<file path="src/rtl/uart_rx_param.sv">
// uart_rx_param: oversampling UART receiver with configurable framing and a show-ahead receive FIFO.
module uart_rx_param #(
  parameter int DATA_BITS  = 8,
  parameter int PARITY     = 0,
  parameter int STOP_BITS  = 1,
  parameter int CLK_DIV    = 7,
  parameter int OVERSAMPLE = 16,
  parameter int FIFO_DEPTH = 16
) (
  input  logic                          clk,
  input  logic                          reset,
  input  logic                          rx,
  input  logic                          rd_en,
  input  logic                          err_clr,
  output logic [DATA_BITS-1:0]          d_out,
  output logic                          par_err,
  output logic                          frm_err,
  output logic                          rx_empty,
  output logic                          rx_full,
  output logic [$clog2(FIFO_DEPTH):0]   count,
  output logic                          overrun
);
  localparam int AW = $clog2(FIFO_DEPTH);
  localparam int DW = $clog2(CLK_DIV + 1);
  localparam int SW = $clog2(OVERSAMPLE);
  localparam int NW = $clog2(DATA_BITS);
  localparam int WW = DATA_BITS + 2;
  localparam logic [DW-1:0] DMAX  = DW'(CLK_DIV - 1);
  localparam logic [SW-1:0] SHALF = SW'(OVERSAMPLE / 2 - 1);
  localparam logic [SW-1:0] SFULL = SW'(OVERSAMPLE - 1);
  localparam logic [NW-1:0] NLAST = NW'(DATA_BITS - 1);
  localparam logic [NW-1:0] SLAST = NW'(STOP_BITS - 1);
  localparam logic [AW:0]   FULL  = (AW+1)'(FIFO_DEPTH);

  typedef enum logic [2:0] {IDLE, START, DATA, PAR, STOP} state_t;

  state_t               st;
  logic [1:0]           sync;
  logic [DW-1:0]        dc;
  logic [SW-1:0]        s;
  logic [NW-1:0]        n;
  logic [DATA_BITS-1:0] sh;
  logic                 pe, fe;
  logic [WW-1:0]        mem [FIFO_DEPTH];
  logic [AW-1:0]        wp, rp;
  logic [WW-1:0]        word, head;
  logic                 rx_s, tick, mid, push, pop, wr;

  assign rx_s = sync[1];
  assign tick = dc == DMAX;
  assign mid  = tick && s == SFULL;
  assign push = st == STOP && mid && n == SLAST;
  assign word = {fe | ~rx_s, pe, sh};
  assign pop  = rd_en && !rx_empty;
  assign wr   = push && (!rx_full || pop);
  assign head = mem[rp];
  assign rx_empty = count == '0;
  assign rx_full  = count == FULL;
  assign d_out    = rx_empty ? '0 : head[DATA_BITS-1:0];
  assign par_err  = !rx_empty && head[DATA_BITS];
  assign frm_err  = !rx_empty && head[DATA_BITS+1];

  always_ff @(posedge clk or negedge reset)
    if (!reset) begin
      sync <= 2'b11;
      dc   <= '0;
    end else begin
      sync <= {sync[0], rx};
      dc   <= tick ? '0 : dc + 1'b1;
    end

  always_ff @(posedge clk or negedge reset)
    if (!reset) begin
      st <= IDLE;
      s  <= '0;
      n  <= '0;
      sh <= '0;
      pe <= 1'b0;
      fe <= 1'b0;
    end else begin
      case (st)
        IDLE: if (!rx_s) begin
          st <= START;
          s  <= '0;
          n  <= '0;
          pe <= 1'b0;
          fe <= 1'b0;
        end
        START: if (tick) begin
          s <= s + 1'b1;
          if (s == SHALF) begin
            st <= rx_s ? IDLE : DATA;
            s  <= '0;
          end
        end
        DATA: if (tick) begin
          s <= s + 1'b1;
          if (mid) begin
            s  <= '0;
            sh <= {rx_s, sh[DATA_BITS-1:1]};
            n  <= n + 1'b1;
            if (n == NLAST) begin
              n  <= '0;
              st <= PARITY != 0 ? PAR : STOP;
            end
          end
        end
        PAR: if (tick) begin
          s <= s + 1'b1;
          if (mid) begin
            s  <= '0;
            pe <= (^sh ^ rx_s) ^ (PARITY == 1);
            st <= STOP;
          end
        end
        STOP: if (tick) begin
          s <= s + 1'b1;
          if (mid) begin
            s  <= '0;
            fe <= fe | ~rx_s;
            n  <= n + 1'b1;
            if (n == SLAST) st <= IDLE;
          end
        end
        default: st <= IDLE;
      endcase
    end

  always_ff @(posedge clk)
    if (wr) mem[wp] <= word;

  // A push into a full FIFO only lands when the same cycle frees a slot.
  always_ff @(posedge clk or negedge reset)
    if (!reset) begin
      wp      <= '0;
      rp      <= '0;
      count   <= '0;
      overrun <= 1'b0;
    end else begin
      if (wr) wp <= wp + 1'b1;
      if (pop) rp <= rp + 1'b1;
      count   <= wr && !pop ? count + 1'b1 : !wr && pop ? count - 1'b1 : count;
      overrun <= push && !wr ? 1'b1 : err_clr ? 1'b0 : overrun;
    end
endmodule

</file>
<file path="config.mk">
export PLATFORM = sky130hd
export DESIGN_NAME = uart_rx_param
export DESIGN_NICKNAME = d
export VERILOG_FILES = /design/src/rtl/uart_rx_param.sv
export SDC_FILE = /design/constraint.sdc
export NUM_CORES = 1
export LEC_CHECK = 0
export ABC_CLOCK_PERIOD_IN_PS = 3660
export CAP_MARGIN = 25
export CORE_AREA = 2 2 133 135
export DETAILED_ROUTE_END_ITERATION = 16
export DIE_AREA = 0 0 135 137
export PLACE_DENSITY = 0.66
export SETUP_SLACK_MARGIN = 0.1
export SYNTH_ARGS = -nofsm -noshare
export SYNTH_HDL_FRONTEND = slang
export SYNTH_SLANG_ARGS = --single-unit
</file>
<file path="constraint.sdc">
create_clock -name clk -period 3.66 [get_ports clk]
set_input_delay 0.549 -clock clk [delete_from_list [all_inputs] [get_ports clk]]
set_output_delay 0.549 -clock clk [all_outputs]
set_load 0.01 [all_outputs]
</file>
After elaboration in Yosys (flattened, before gate mapping):

Memories as Yosys holds them, arrays and structs flattened.
Cells that the tools add are included.
Widths: inputs -> output; s select.

* mux-type cells: 41
* multiply operators: 0
* $add $sub $neg: 7
* reductions and logical operators: 32
* shift operators: 0
* bitwise logic cells: 3
* div/mod/pow operators: 0
* eq/ne operators: 21
* $lt $le $gt $ge: 0

Operator list (number)
* $mux 3: 18
* $mux 4: 5
* $ne 2x2->1 const B: 10
* $pmux 3 s5: 1
* $add 4x1->4 const B: 3
* $pmux 4 s3: 1
* $reduce_and 4->1: 3
* $reduce_and 11->1: 1
* $logic_and 1x1->1: 10
* $mux 5: 2
* $eq 3x3->1 const B: 3
* $mux 1: 9
* $pmux 3 s3: 1
* $mux 8: 1
* $reduce_bool 2->1: 4
* $reduce_xor 8->1: 1
* $add 3x1->3 const B: 2
* $eq 3x2->1 const B: 2
* $logic_not 3->1: 2
* $reduce_and 6->1: 1
* $reduce_bool 3->1: 2
* $add 5x1->5 const B: 1
* $eq 5x5->1 const B: 1
* $logic_not 5->1: 1
* 14 further kinds: 19

* memory bits (read-only): 0
* bits in latches: 0
* memories kept: 1
* input bits: 5
* bits in writable memories: 160
* register bits: 39
* output and inout port bits: 18

Memories
* mem: depth 16, width 10, read ports 1, clocked after memory_dff 0, write ports 1, line 44 `logic [WW-1:0] mem [FIFO_DEPTH];`

Longest topological paths before layout:

* depth after elaboration: 9
* mapped depth: 13
* gate-level depth less buffers: 12

Worst setup path before layout:

Ideal clock, no wire load.

* kind: register to register
* start point: register s[0]
* end point: register count[4]
* library setup time: 79 ps
* path slack: 776 ps
* data arrival time: 2805 ps
* stages on the path, launching flop included: 14
* cell sequence: dfrtp_1 ha_1 nand3_1 nor2_2 o2111a_1 buf_2 ha_1 inv_1 ha_1 nor2b_1 o21a_1 or3_1 a21oi_1 xor2_1

* word-level cells in the longest chain between the ends: 8

RTL lines
* from (decl): line 40 `logic [SW-1:0] s;`
* from (signal assigned): line 90 `s <= s + 1'b1;`
* from (signal assigned): line 97 `s <= s + 1'b1;`
* from (signal assigned): line 109 `s <= s + 1'b1;`
* $eq 4x4->1 (*): line 51 `assign mid = tick && s == SFULL;`
* $logic_and 1x1->1 (*): line 51
* $logic_and 1x1->1 (*) (2 in series): line 52 `assign push = st == STOP && mid && n == SLAST;`
* $logic_and 1x1->1 (*): line 55 `assign wr = push && (!rx_full || pop);`
* via wr: line 47 `logic rx_s, tick, mid, push, pop, wr;`
* $logic_not 1->1: line 142 `count <= wr && !pop ? count + 1'b1 : !wr && pop ? count - 1'b1 : count;`
* $logic_and 1x1->1: line 142
* $reduce_bool 2->1 (no line)
* to (signal assigned): line 142
* to (decl): line 20 `output logic [$clog2(FIFO_DEPTH):0] count,`

The timed path passes the listed nets; every way through them passes the cells marked *.
A chain may end at the register's enable or synchronous reset.

Worst setup path after layout:

* start point: register rp[0]
* end point: output port d_out[5]

* word-level cells in the longest chain between the ends: 2

RTL lines
* from (decl): line 45 `logic [AW-1:0] wp, rp;`
* from (signal assigned): line 141 `if (pop) rp <= rp + 1'b1;`
* $mem_v2 16x10
* $mux 8: line 59 `assign d_out = rx_empty ? '0 : head[DATA_BITS-1:0];`
* to (decl): line 15 `output logic [DATA_BITS-1:0] d_out,`

No other way between the ends.

==> flow_metrics.env <==
export IMPL_synth_edf_count=160
export IMPL_worstPathMaxFanout=43
export IMPL_ir_drop_v=0.0004083
export IMPL_grt_pass1_wl_mm=23.80
export IMPL_nets=531
export IMPL_crit_chain="buf_12 -> mux4_2 -> mux4_2 -> nor2b_1 -> clkdlybuf4s50_1"
export IMPL_async_reset_ff_share_pct=19.60
export IMPL_p_int_w=0.003930
export IMPL_ff2ff_path_depth=12
export IMPL_slowest_delay_ns=0.59
export IMPL_gp_congestion=0.8304
export IMPL_vias_per_cell=5.617
export IMPL_io_buffers=22
export IMPL_cts_sinks=199
export IMPL_yosysTopAreaCell="edfxtp_1"
export IMPL_outcome="complete, no violations"
export IMPL_core_area_um2=17060
export IMPL_synth_ff_type="edfxtp_1"
export IMPL_post_cts_buffers=0
export IMPL_cts_resized=0
export IMPL_ant_nets=0
export IMPL_row_count=48
export IMPL_first_pass_iters=7
export IMPL_cts_tree="yes"
export IMPL_tns_ns=0
export IMPL_reg2reg_to="count[4]"
export IMPL_finalWirelength_mm=15.07
export IMPL_post_synth_top_count_cell="edfxtp_1"
export IMPL_swShare_pct=24.63
export IMPL_tightest_slew_ns=0.9286
export IMPL_crit_top_cell="mux4_2"
export IMPL_pwr_share_seq_pct=49.7
export IMPL_p_comb_share_pct=16.6
export IMPL_ys_seq_area_share_pct=69.37
export IMPL_cts_hold_buffers_added=0
export IMPL_clk_latency_ns=0.44
export IMPL_antennaDiodeCount=0
export IMPL_power_frac_clock_pct=33.7
export IMPL_critPathCaptureType="output pin"
export IMPL_rsz0062_at_grt="no"
export IMPL_start_util_pct=48.88
export IMPL_via_count=4213
export IMPL_drt_initial_drc_count=324
export IMPL_cts_buffers=17
export IMPL_reg2reg_slack_ns=0.50
export IMPL_synth_distinct_cells=52
export IMPL_synth_area_top_cells="edfxtp_1 58%, mux4_2 14%, dfrtp_1 11%, ha_1 2.0%, xnor2_1 1.5%"
export IMPL_setup_violations=0
export IMPL_die_h_um=137
export IMPL_synth_nets=493
export IMPL_synth_seq_cells=199
export IMPL_maxCapViolations=0
export IMPL_synthCells=474
export IMPL_grt_total_usage_pct=17.60
export IMPL_die_area_um2=18500
export IMPL_hold_viol=0
export IMPL_reg2reg_from="s[0]"
export IMPL_grt_max_degree=44
export IMPL_htreeDepth=4
export IMPL_fmax_mhz=295.6
export IMPL_slew_headroom_pct=38.09
export IMPL_syn_area_per_cell_um2=17.59
export IMPL_syn_to_final_growth_pct=13.28
export IMPL_dp_hpwl_mm=9.749
export IMPL_die_x_um=135
export IMPL_overflow=0
export IMPL_netlist_area_um2=8337
export IMPL_post_route_min_period_ns=3.383
export IMPL_path_buf_inv=2
export IMPL_ioPinCount=23
export IMPL_p_switching_w=0.001284
export IMPL_clk_pin_slew_worst_paths_ns=0.07
export IMPL_grt_pass1_vias=4249
export IMPL_arrival_ns=2.83
export IMPL_yosys_top_cells_count="160 x edfxtp_1, 50 x mux4_2, 37 x dfrtp_1"
export IMPL_fin_total_pwr_w=0.005215
export IMPL_hold_path_class="input pin to asynchronous set/reset pin"
export IMPL_drive_gt1_share_pct=22.10
export IMPL_start_kind="register"
export IMPL_routedWlPerCell_um=20.09
export IMPL_period_share_pct=92.44
export IMPL_slew_viol_final=0
export IMPL_power_density_nw_per_um2=552.2
export IMPL_antenna_found_initial=0
export IMPL_cp_top_family="multiplexers"
export IMPL_finClkSkew_ns=0.009938
export IMPL_cts_path_max_buffers=2
export IMPL_crit_type="register to output pin"
export IMPL_root_buffer="clkbuf_16"
export IMPL_critical_path_required_ns=3.11
export IMPL_synth_warning_count=0
export IMPL_yosys_area_top_type_share_pct=57.63
export IMPL_drc_errors=0
export IMPL_worst_path_max_delay_cell="mux4_2"
export IMPL_leakage_nw=3.664
-- metal layers --
| metal | up-vias | part of all wire (%) | wire length (um) | track usage, % |
|---|---|---|---|---|
| met4 | 0 | 1.5 | 221 | 6.424 |
| met1 | 2187 | 43 | 6543 | 23.58 |
| met2 | 82 | 52 | 7809 | 29.47 |
| met5 | - | 0 | 0 | 0 |
| met3 | 19 | 3.3 | 492 | 2.889 |
| li1 | 1925 | - | - | - |
-- logic make-up (layout without fill, tap and decap cells) --
logic type | after synthesis | count (layout) | synth area share, %
compound gates | 45 | 45 | 3.422
simple gates | 99 | 99 | 6.019
xor+xnor | 19 | 19 | 1.996
flops | 199 | 199 | 69.37
buf+inv | 38 | 89 | 2.176
mux | 60 | 60 | 14.83
fa+ha+maj | 14 | 14 | 2.191
-- through the flow --
stage               hold WS (ns)  area, um2  setup WS (ns)  cells  utilization, %
floorplan                 0.2534       8337         0.7758    474               -
global placement          0.3478       8892         0.5039    718           52.13
detailed placement        0.3487       8892         0.4191    718           52.13
CTS                       0.2768       9444         0.2267    750           55.37
global route              0.3191       9444         0.1666    750           55.37
finish                    0.2522       9444         0.2766    750           55.37
-- worst max-delay path by stage --
stage                     startpoint  endpoint  slack, ns  cells past startpoint
final                          rp[0]  d_out[5]       0.28                      5
after global routing           rp[0]  d_out[2]       0.17                      5
after CTS                      rp[0]   frm_err       0.23                      5
after detailed placement       rd_en  count[4]       0.42                     10
after global placement         rd_en  count[4]       0.50                     10
after floorplan                 s[0]  count[4]       0.78                     13
-- power groups by stage --
| stage | registers (W) | logic, W | clock network [W] |
|---|---|---|---|
| 4_1_cts | 0.00259 | 0.000893 | 0.00180 |
| 6_report | 0.00259 | 0.000866 | 0.00176 |
| 2_1_floorplan | 0.00258 | 0.000699 | 0 |
| 5_1_grt | 0.00260 | 0.000946 | 0.00187 |
| 3_3_place_gp | 0.00264 | 0.000882 | 0 |
| 3_5_place_dp | 0.00264 | 0.000890 | 0 |
-- state kept, by name, indices dropped and copies added (netlist names) --
register and cells:
n 3, fe 1, sync 2, rp 4, wp 4, mem 160
pe 1, sh 8, st 3, s 4, dc 3, overrun 1
count 5
-- worst reg2reg max path, cell delays in order, from the launching register on --
cell      delay (ns)
dfrtp_1         0.47
ha_1            0.30
nand3_1         0.13
nor2_2          0.14
o2111a_1        0.39
ha_1            0.28
inv_1           0.10
ha_1            0.32
nor2b_1         0.15
o21a_1          0.17
or3_1           0.30
a21oi_1         0.17
xor2_1          0.15
-- final cells by class --
cell class,count,area (um2)
fillers,1326,7612
clock buffers,23,447.9
flip-flops and latches,199,5784
clock inverters,9,103.9
well taps,225,281.5
repair buffers,44,405.4
multi-input cells,237,2372
inverters,13,48.80
-- layout by cell type, fill, tap and decap left out, drive strengths merged, types with 6 or more instances in the layout --
cell type,n
a21oi,12
buf,23
clkbuf,23
clkdlybuf4s50,21
dfrtp,37
edfxtp,160
ha,13
inv,14
mux2,8
mux4,50
nand2,22
nand2b,6
nor2,28
nor2b,13
nor3,11
o21ai,12
xnor2,14
Power figures use the tool's default switching activity.
